**src/rtl/imem_fetch_ctrl_if.sv**
```systemverilog
// Bundle of signals between the fetch sequencer, instruction memory, decode and control.
// master = fetch controller; slave = the environment around it.
interface imem_fetch_ctrl_if;
  logic        start;
  logic        halt_req;
  logic        id_stall;
  logic        redirect_valid;
  logic [31:0] redirect_pc;
  logic [31:0] imem_addr;
  logic [31:0] imem_instr;
  logic [31:0] if_instr;
  logic [31:0] if_pc;
  logic        if_valid;
  logic        busy;
  logic        done;
  logic        fault;
  logic [15:0] fetch_count;

  modport master (
    input  start, halt_req, id_stall, redirect_valid, redirect_pc, imem_instr,
    output imem_addr, if_instr, if_pc, if_valid, busy, done, fault, fetch_count
  );

  modport slave (
    output start, halt_req, id_stall, redirect_valid, redirect_pc, imem_instr,
    input  imem_addr, if_instr, if_pc, if_valid, busy, done, fault, fetch_count
  );
endinterface

```
**src/rtl/imem_fetch_ctrl.sv**
```systemverilog
// Fetch sequencer: owns the PC, reads the big-endian instruction memory and
// registers one instruction per cycle for decode. Option: IMEM_BOUNDS_CHECK_EN.
module imem_fetch_ctrl #(
  parameter logic [31:0] RESET_PC     = 32'd100,
  parameter int unsigned MEM_BYTES    = 16384,
  parameter bit          STOP_ON_ZERO = 1'b1
) (
  input  logic              clk,
  input  logic              reset,
  imem_fetch_ctrl_if.master bus
);

  localparam logic [31:0] MEM_SIZE = 32'(MEM_BYTES);
  localparam logic [31:0] MEM_LAST = 32'(MEM_BYTES - 1);

  typedef enum logic [2:0] {
    S_IDLE  = 3'd0,
    S_RUN   = 3'd1,
    S_HALT  = 3'd2,
    S_DONE  = 3'd3,
    S_FAULT = 3'd4
  } state_t;

  state_t      state_q, state_d;
  logic [31:0] pc_q;
  logic [31:0] if_instr_q;
  logic [31:0] if_pc_q;
  logic        if_valid_q;
  logic [15:0] count_q;

  logic        do_fetch;
  logic        do_redirect;
  logic        do_kill;
  logic        bounds_err;
  logic [31:0] pc_inc;
  logic [31:0] pc_next;
  logic [31:0] redirect_tgt;

  assign pc_inc = pc_q + 32'd4;

`ifdef IMEM_BOUNDS_CHECK_EN
  assign bounds_err   = (pc_q[1:0] != 2'b00) || ((pc_q + 32'd3) > MEM_LAST);
  assign pc_next      = pc_inc;
  assign redirect_tgt = bus.redirect_pc;
`else
  // Without the checker the PC is kept word-aligned and wrapped inside memory.
  assign bounds_err   = 1'b0;
  assign pc_next      = (pc_inc >= MEM_SIZE) ? '0 : pc_inc;
  assign redirect_tgt = bus.redirect_pc & ~32'd3;
`endif

  // State register
  always_ff @(posedge clk) begin
    if (reset) state_q <= S_IDLE;
    else       state_q <= state_d;
  end

  // Next state and datapath actions, in RUN priority order
  always_comb begin
    state_d     = state_q;
    do_fetch    = 1'b0;
    do_redirect = 1'b0;
    do_kill     = 1'b0;
    case (state_q)
      S_IDLE, S_HALT, S_DONE: begin
        if (bus.start) state_d = S_RUN;
      end
      S_RUN: begin
        if (bus.halt_req) begin
          state_d = S_HALT;
          do_kill = 1'b1;
        end else if (bus.redirect_valid) begin
          do_redirect = 1'b1;
          do_kill     = 1'b1;
        end else if (bounds_err) begin
          state_d = S_FAULT;
          do_kill = 1'b1;
        end else if (STOP_ON_ZERO && (bus.imem_instr == '0)) begin
          state_d = S_DONE;
          do_kill = 1'b1;
        end else if (!bus.id_stall) begin
          do_fetch = 1'b1;
        end
      end
      S_FAULT: state_d = S_FAULT;
      default: state_d = S_IDLE;
    endcase
  end

  // Status outputs
  always_comb begin
    bus.busy = (state_q == S_RUN);
    bus.done = (state_q == S_DONE);
`ifdef IMEM_BOUNDS_CHECK_EN
    bus.fault = (state_q == S_FAULT);
`else
    bus.fault = 1'b0;
`endif
  end

  always_ff @(posedge clk) begin
    if (reset) begin
      pc_q       <= RESET_PC;
      if_instr_q <= '0;
      if_pc_q    <= '0;
      if_valid_q <= 1'b0;
      count_q    <= '0;
    end else begin
      if (do_kill)     if_valid_q <= 1'b0;
      if (do_redirect) pc_q       <= redirect_tgt;
      if (do_fetch) begin
        if_instr_q <= bus.imem_instr;
        if_pc_q    <= pc_q;
        if_valid_q <= 1'b1;
        pc_q       <= pc_next;
        if (count_q != 16'hFFFF) count_q <= count_q + 16'd1;
      end
    end
  end

  assign bus.imem_addr   = pc_q;
  assign bus.if_instr    = if_instr_q;
  assign bus.if_pc       = if_pc_q;
  assign bus.if_valid    = if_valid_q;
  assign bus.fetch_count = count_q;

endmodule

```
**src/flat_wrapper.sv**
```systemverilog
// flat-port wrapper written by rule: the top's interface ports become plain ports
module imem_fetch_ctrl_flat 
#(
  parameter logic [31:0] RESET_PC     = 32'd100,
  parameter int unsigned MEM_BYTES    = 16384,
  parameter bit          STOP_ON_ZERO = 1'b1
)
  (clk, reset, bus_start, bus_halt_req, bus_id_stall, bus_redirect_valid, bus_redirect_pc, bus_imem_instr, bus_imem_addr, bus_if_instr, bus_if_pc, bus_if_valid, bus_busy, bus_done, bus_fault, bus_fetch_count);
  imem_fetch_ctrl_if bus_i ();
  input  logic clk;
  input  logic reset;
  input wire logic [$bits(bus_i.start)-1:0] bus_start;
  input wire logic [$bits(bus_i.halt_req)-1:0] bus_halt_req;
  input wire logic [$bits(bus_i.id_stall)-1:0] bus_id_stall;
  input wire logic [$bits(bus_i.redirect_valid)-1:0] bus_redirect_valid;
  input wire logic [$bits(bus_i.redirect_pc)-1:0] bus_redirect_pc;
  input wire logic [$bits(bus_i.imem_instr)-1:0] bus_imem_instr;
  output wire logic [$bits(bus_i.imem_addr)-1:0] bus_imem_addr;
  output wire logic [$bits(bus_i.if_instr)-1:0] bus_if_instr;
  output wire logic [$bits(bus_i.if_pc)-1:0] bus_if_pc;
  output wire logic [$bits(bus_i.if_valid)-1:0] bus_if_valid;
  output wire logic [$bits(bus_i.busy)-1:0] bus_busy;
  output wire logic [$bits(bus_i.done)-1:0] bus_done;
  output wire logic [$bits(bus_i.fault)-1:0] bus_fault;
  output wire logic [$bits(bus_i.fetch_count)-1:0] bus_fetch_count;
  assign bus_i.start = bus_start;
  assign bus_i.halt_req = bus_halt_req;
  assign bus_i.id_stall = bus_id_stall;
  assign bus_i.redirect_valid = bus_redirect_valid;
  assign bus_i.redirect_pc = bus_redirect_pc;
  assign bus_i.imem_instr = bus_imem_instr;
  assign bus_imem_addr = bus_i.imem_addr;
  assign bus_if_instr = bus_i.if_instr;
  assign bus_if_pc = bus_i.if_pc;
  assign bus_if_valid = bus_i.if_valid;
  assign bus_busy = bus_i.busy;
  assign bus_done = bus_i.done;
  assign bus_fault = bus_i.fault;
  assign bus_fetch_count = bus_i.fetch_count;
  imem_fetch_ctrl #(.RESET_PC(RESET_PC), .MEM_BYTES(MEM_BYTES), .STOP_ON_ZERO(STOP_ON_ZERO)) u_core (.clk(clk), .reset(reset), .bus(bus_i));
endmodule
```
**config.mk**
```make
export PLATFORM = sky130hd
export DESIGN_NAME = imem_fetch_ctrl_flat
export DESIGN_NICKNAME = d
export VERILOG_FILES = /design/src/rtl/imem_fetch_ctrl_if.sv /design/src/rtl/imem_fetch_ctrl.sv /design/src/flat_wrapper.sv
export SDC_FILE = /design/constraint.sdc
export NUM_CORES = 1
export LEC_CHECK = 0
export CORE_ASPECT_RATIO = 2
export CORE_MARGIN = 5
export CORE_UTILIZATION = 40
export DETAILED_ROUTE_END_ITERATION = 10
export GPL_TIMING_DRIVEN = 1
export PLACE_DENSITY_LB_ADDON = 0.12
export SETUP_SLACK_MARGIN = 0.2
export SLEW_MARGIN = 20
export SYNTH_ARGS = -nofsm -noshare
export SYNTH_HDL_FRONTEND = slang
export SYNTH_SLANG_ARGS = --single-unit
```
**constraint.sdc**
```tcl
create_clock -name clk -period 2.3 [get_ports clk]
set_input_delay 0.23 -clock clk [delete_from_list [all_inputs] [get_ports clk]]
set_output_delay 0.23 -clock clk [all_outputs]
set_load 0.01 [all_outputs]
```
==> impl_metrics.tcl, run 1 <==
set metrics [dict create \
    cts_sinks 112 \
    synth_cell_types 49 \
    hp-class "in2reg" \
    synth_edf_count 0 \
    path_class "reg2reg" \
    ys_seq_area_share_pct 45.3 \
    critical_path_buf_inv_count 4 \
    power_density_nw_per_um2 519 \
    skew_ps 6.85 \
    cts.clk_slew.worst_paths_ps 70 \
    final_common_cell "nand2_1" \
    fillers 994 \
    layout_common_cells "nand2_1, clkdlybuf4s50_1, dfxtp_1" \
    cp_slowest_cell "dfxtp_2" \
    syn_avg_cell_area_um2 7.74 \
    num_antenna_cells 0 \
    status "complete, but fails checks" \
    grt_use_met2_pct 44.9 \
    use_met1_pct 23.7 \
    power.total_mw 4.36 \
    drive_above_1_share_pct 20.2 \
    path_cells "nand4_1 -> nor4_4 -> buf_4 -> buf_4 -> a21oi_1 -> mux2i_1 -> nor4_4 -> buf_4 -> buf_6 -> a31oi_1 -> o221ai_2" \
    area_delta_synth_final_pct 69.8 \
    r2r_cells 11 \
    setup_viol 3 \
    finalWirelength_mm 18.5 \
    ys_async_sr_fraction_pct 0 \
    port_buffers 178 \
    gr-usage-all-layers_pct 24.1 \
    dpl.hpwl_mm 13.1 \
    vias 5646 \
    cts-root-buf "clkbuf_16" \
    first_pass_iters 5 \
    irDropWorstVdd_mv 0.393 \
    critical_path_arrival_ps 2560 \
    die-width_um 88.6 \
    min_period_over_period_pct 101 \
    critical_path.most_common_cell "buf_4" \
    start_kind "register" \
    drv_slew 0 \
    synth_cells 639 \
    wl_per_cell_um 17.9 \
    busiest_layer "met2" \
    met3_usage_pct 5.60 \
    io_pins 186 \
    vias_per_cell 5.48 \
    grt_max_degree 93 \
    violations "setup timing" \
    synth_flop_cell "dfxtp_1" \
    critical-path-top-delay-family "buffers and inverters" \
    fmax_mhz 429 \
    cp_max_fo 5 \
    final_cells 1030 \
    antenna_found_initial 0 \
    ant_nets 0 \
    dieArea_um2 14800 \
    holdPathStages 3 \
    start_util_pct 40.8 \
    grt_pass1_wl_mm 28.0 \
    rows 57 \
    p_leak_nw 3.18 \
    end_kind "register" \
    cp_slowest_stage_delay_ps 360 \
    drtIter0Drc 234 \
    yosysWarnings 0 \
    insertion_delay_ps 350 \
    cts_buffer_depth 2 \
    cts_tree "built" \
    cts-buffers-inserted 9 \
    ys_ff_latch 112 \
    die_h_um 167 \
    final_nets 951 \
    synth_area_um2 4940 \
    coreArea_um2 12100 \
    required_ps 2530 \
    place.gp.congestion 0.871 \
    grt_pass1_vias 5719 \
    finalHoldViolCount 0 \
    period_needed_ps 2330 \
    overflow 0 \
    drc 0 \
    cp.depth 11 \
    rsz0062_at_grt "true" \
    maxCapViolCount 0 \
    h-tree-depth 3 \
    placedCellCount 988 \
    setup_ws_ps -33.1 \
]
-- flip-flops by register name, indices dropped and copies added (netlist names) --
| name | cells |
|---|---|
| u_core.bus.if_instr | 32 |
| u_core.bus.if_pc | 30 |
| u_core.bus.imem_addr | 30 |
| u_core.bus.fetch_count | 16 |
| u_core.state_q | 3 |
| u_core.bus.if_valid | 1 |
-- cells in the mapped netlist (2+ instances only) --
cell      number  area [um2]
o221ai_1       6        52.6
nor2_1        34         128
xnor2_1       15         131
a21oi_1       85         425
o31ai_1        2        15.0
nand3_1       13        65.1
a31oi_1        9        56.3
mux2_2         3        33.8
or2_2          3        18.8
inv_1         11        41.3
nand2_2        2        12.5
ha_1           2        25.0
dfxtp_1      112        2240
nor4_4         3        63.8
o21ai_0        6        30.0
nor3_1        15        75.1
xor2_1        12         105
clkbuf_1      28         105
a221oi_1       3        26.3
and4_1         2        17.5
and3_1         6        37.5
nand3b_1       2        15.0
mux2i_1        3        30.0
nor4_1        15        93.8
buf_2          3        15.0
buf_4          5        37.5
buf_1          8        30.0
nand2_1      190         713
a211oi_1       3        22.5
nand4_1       19         119
-- through the flow --
step	setup slack, ps	util [%]	TNS, ps	hold slack [ps]	area [um2]
after floorplan	-24.1	-	-117	346	5030
after detailed placement	-318	60.4	-19820	448	7320
after CTS	59.3	66.1	0	213	8020
after global placement	-288	60.4	-16380	442	7320
final	-33.1	69.3	-82.8	164	8400
after global routing	-169	69.3	-1220	165	8400
-- timing repair --
item                       CTS  global route
setup endpoints to repair   84           101
hold buffers                 0             0
buffers inserted            14             7
gates cloned                 2             4
pin swaps                   18            25
gates resized for setup     47            56
-- per-layer routing --
metal	vias up	wire length [um]
met5	-	0
met4	0	883
met3	65	1050
met2	221	10300
met1	2689	6220
li1	2671	-
-- path summary, 6_finish.rpt --
kind / end / slack [ps] / start
hold / removal: u_core.bus.if_instr[31] / 160 / bus_imem_instr[31]
setup reg to reg: u_core.bus.imem_addr[12] / -30 / u_core.bus.imem_addr[4]
setup / recovery: u_core.bus.imem_addr[12] / -30 / u_core.bus.imem_addr[4]
hold reg to reg: u_core.bus.if_instr[0] / 460 / u_core.bus.if_instr[0]
-- final cells by class --
| class | count | area, um2 | share of cell area [%] |
|---|---|---|---|
| clock inverter | 6 | 116 | 1.39 |
| tap | 147 | 184 | 2.19 |
| timing repair buffer | 269 | 2720 | 32.4 |
| inverter | 11 | 41.3 | 0.492 |
| clock buffer | 9 | 225 | 2.68 |
| sequential | 112 | 2260 | 27.0 |
| multi-input combinational | 476 | 2840 | 33.9 |
-- tightest hold or removal path, delay by kind of cell --
kind | cells | cell delay [ps]
buffers and inverters | 1 | 130
AND/OR/NAND/NOR | 1 | 60
AO/OA/AOI/OAI | 1 | 50
-- where the power goes --
group,internal (mW),leakage [nW],switching (mW)
Clock,1.07,0.166,0.725
Combinational,0.299,2.11,0.274
Sequential,1.97,0.909,0.0252
Total,3.33,3.18,1.02
-- cells by family (layout without fill, tap and decap cells) --
group                    Yosys count  in the layout  share of synthesized area, %
AND/OR/NAND/NOR                  314            314                          29.1
other                              1              5                        0.0758
buffers and inverters             55            295                          4.63
XOR/XNOR                          27             27                          4.78
adder cells (fa/ha/maj)            2              2                         0.506
multiplexers                       6              6                          1.29
flip-flops                       112            112                          45.3
AO/OA/AOI/OAI                    122            122                          14.2
(Power assumes the default switching activity.)
==> inputs of run 2 (changes only) <==
Settings changed: SLEW_MARGIN 20 to default.
==> results of run 2 <==
No change in the layout: final DEF, timing and power equal those of run 1.
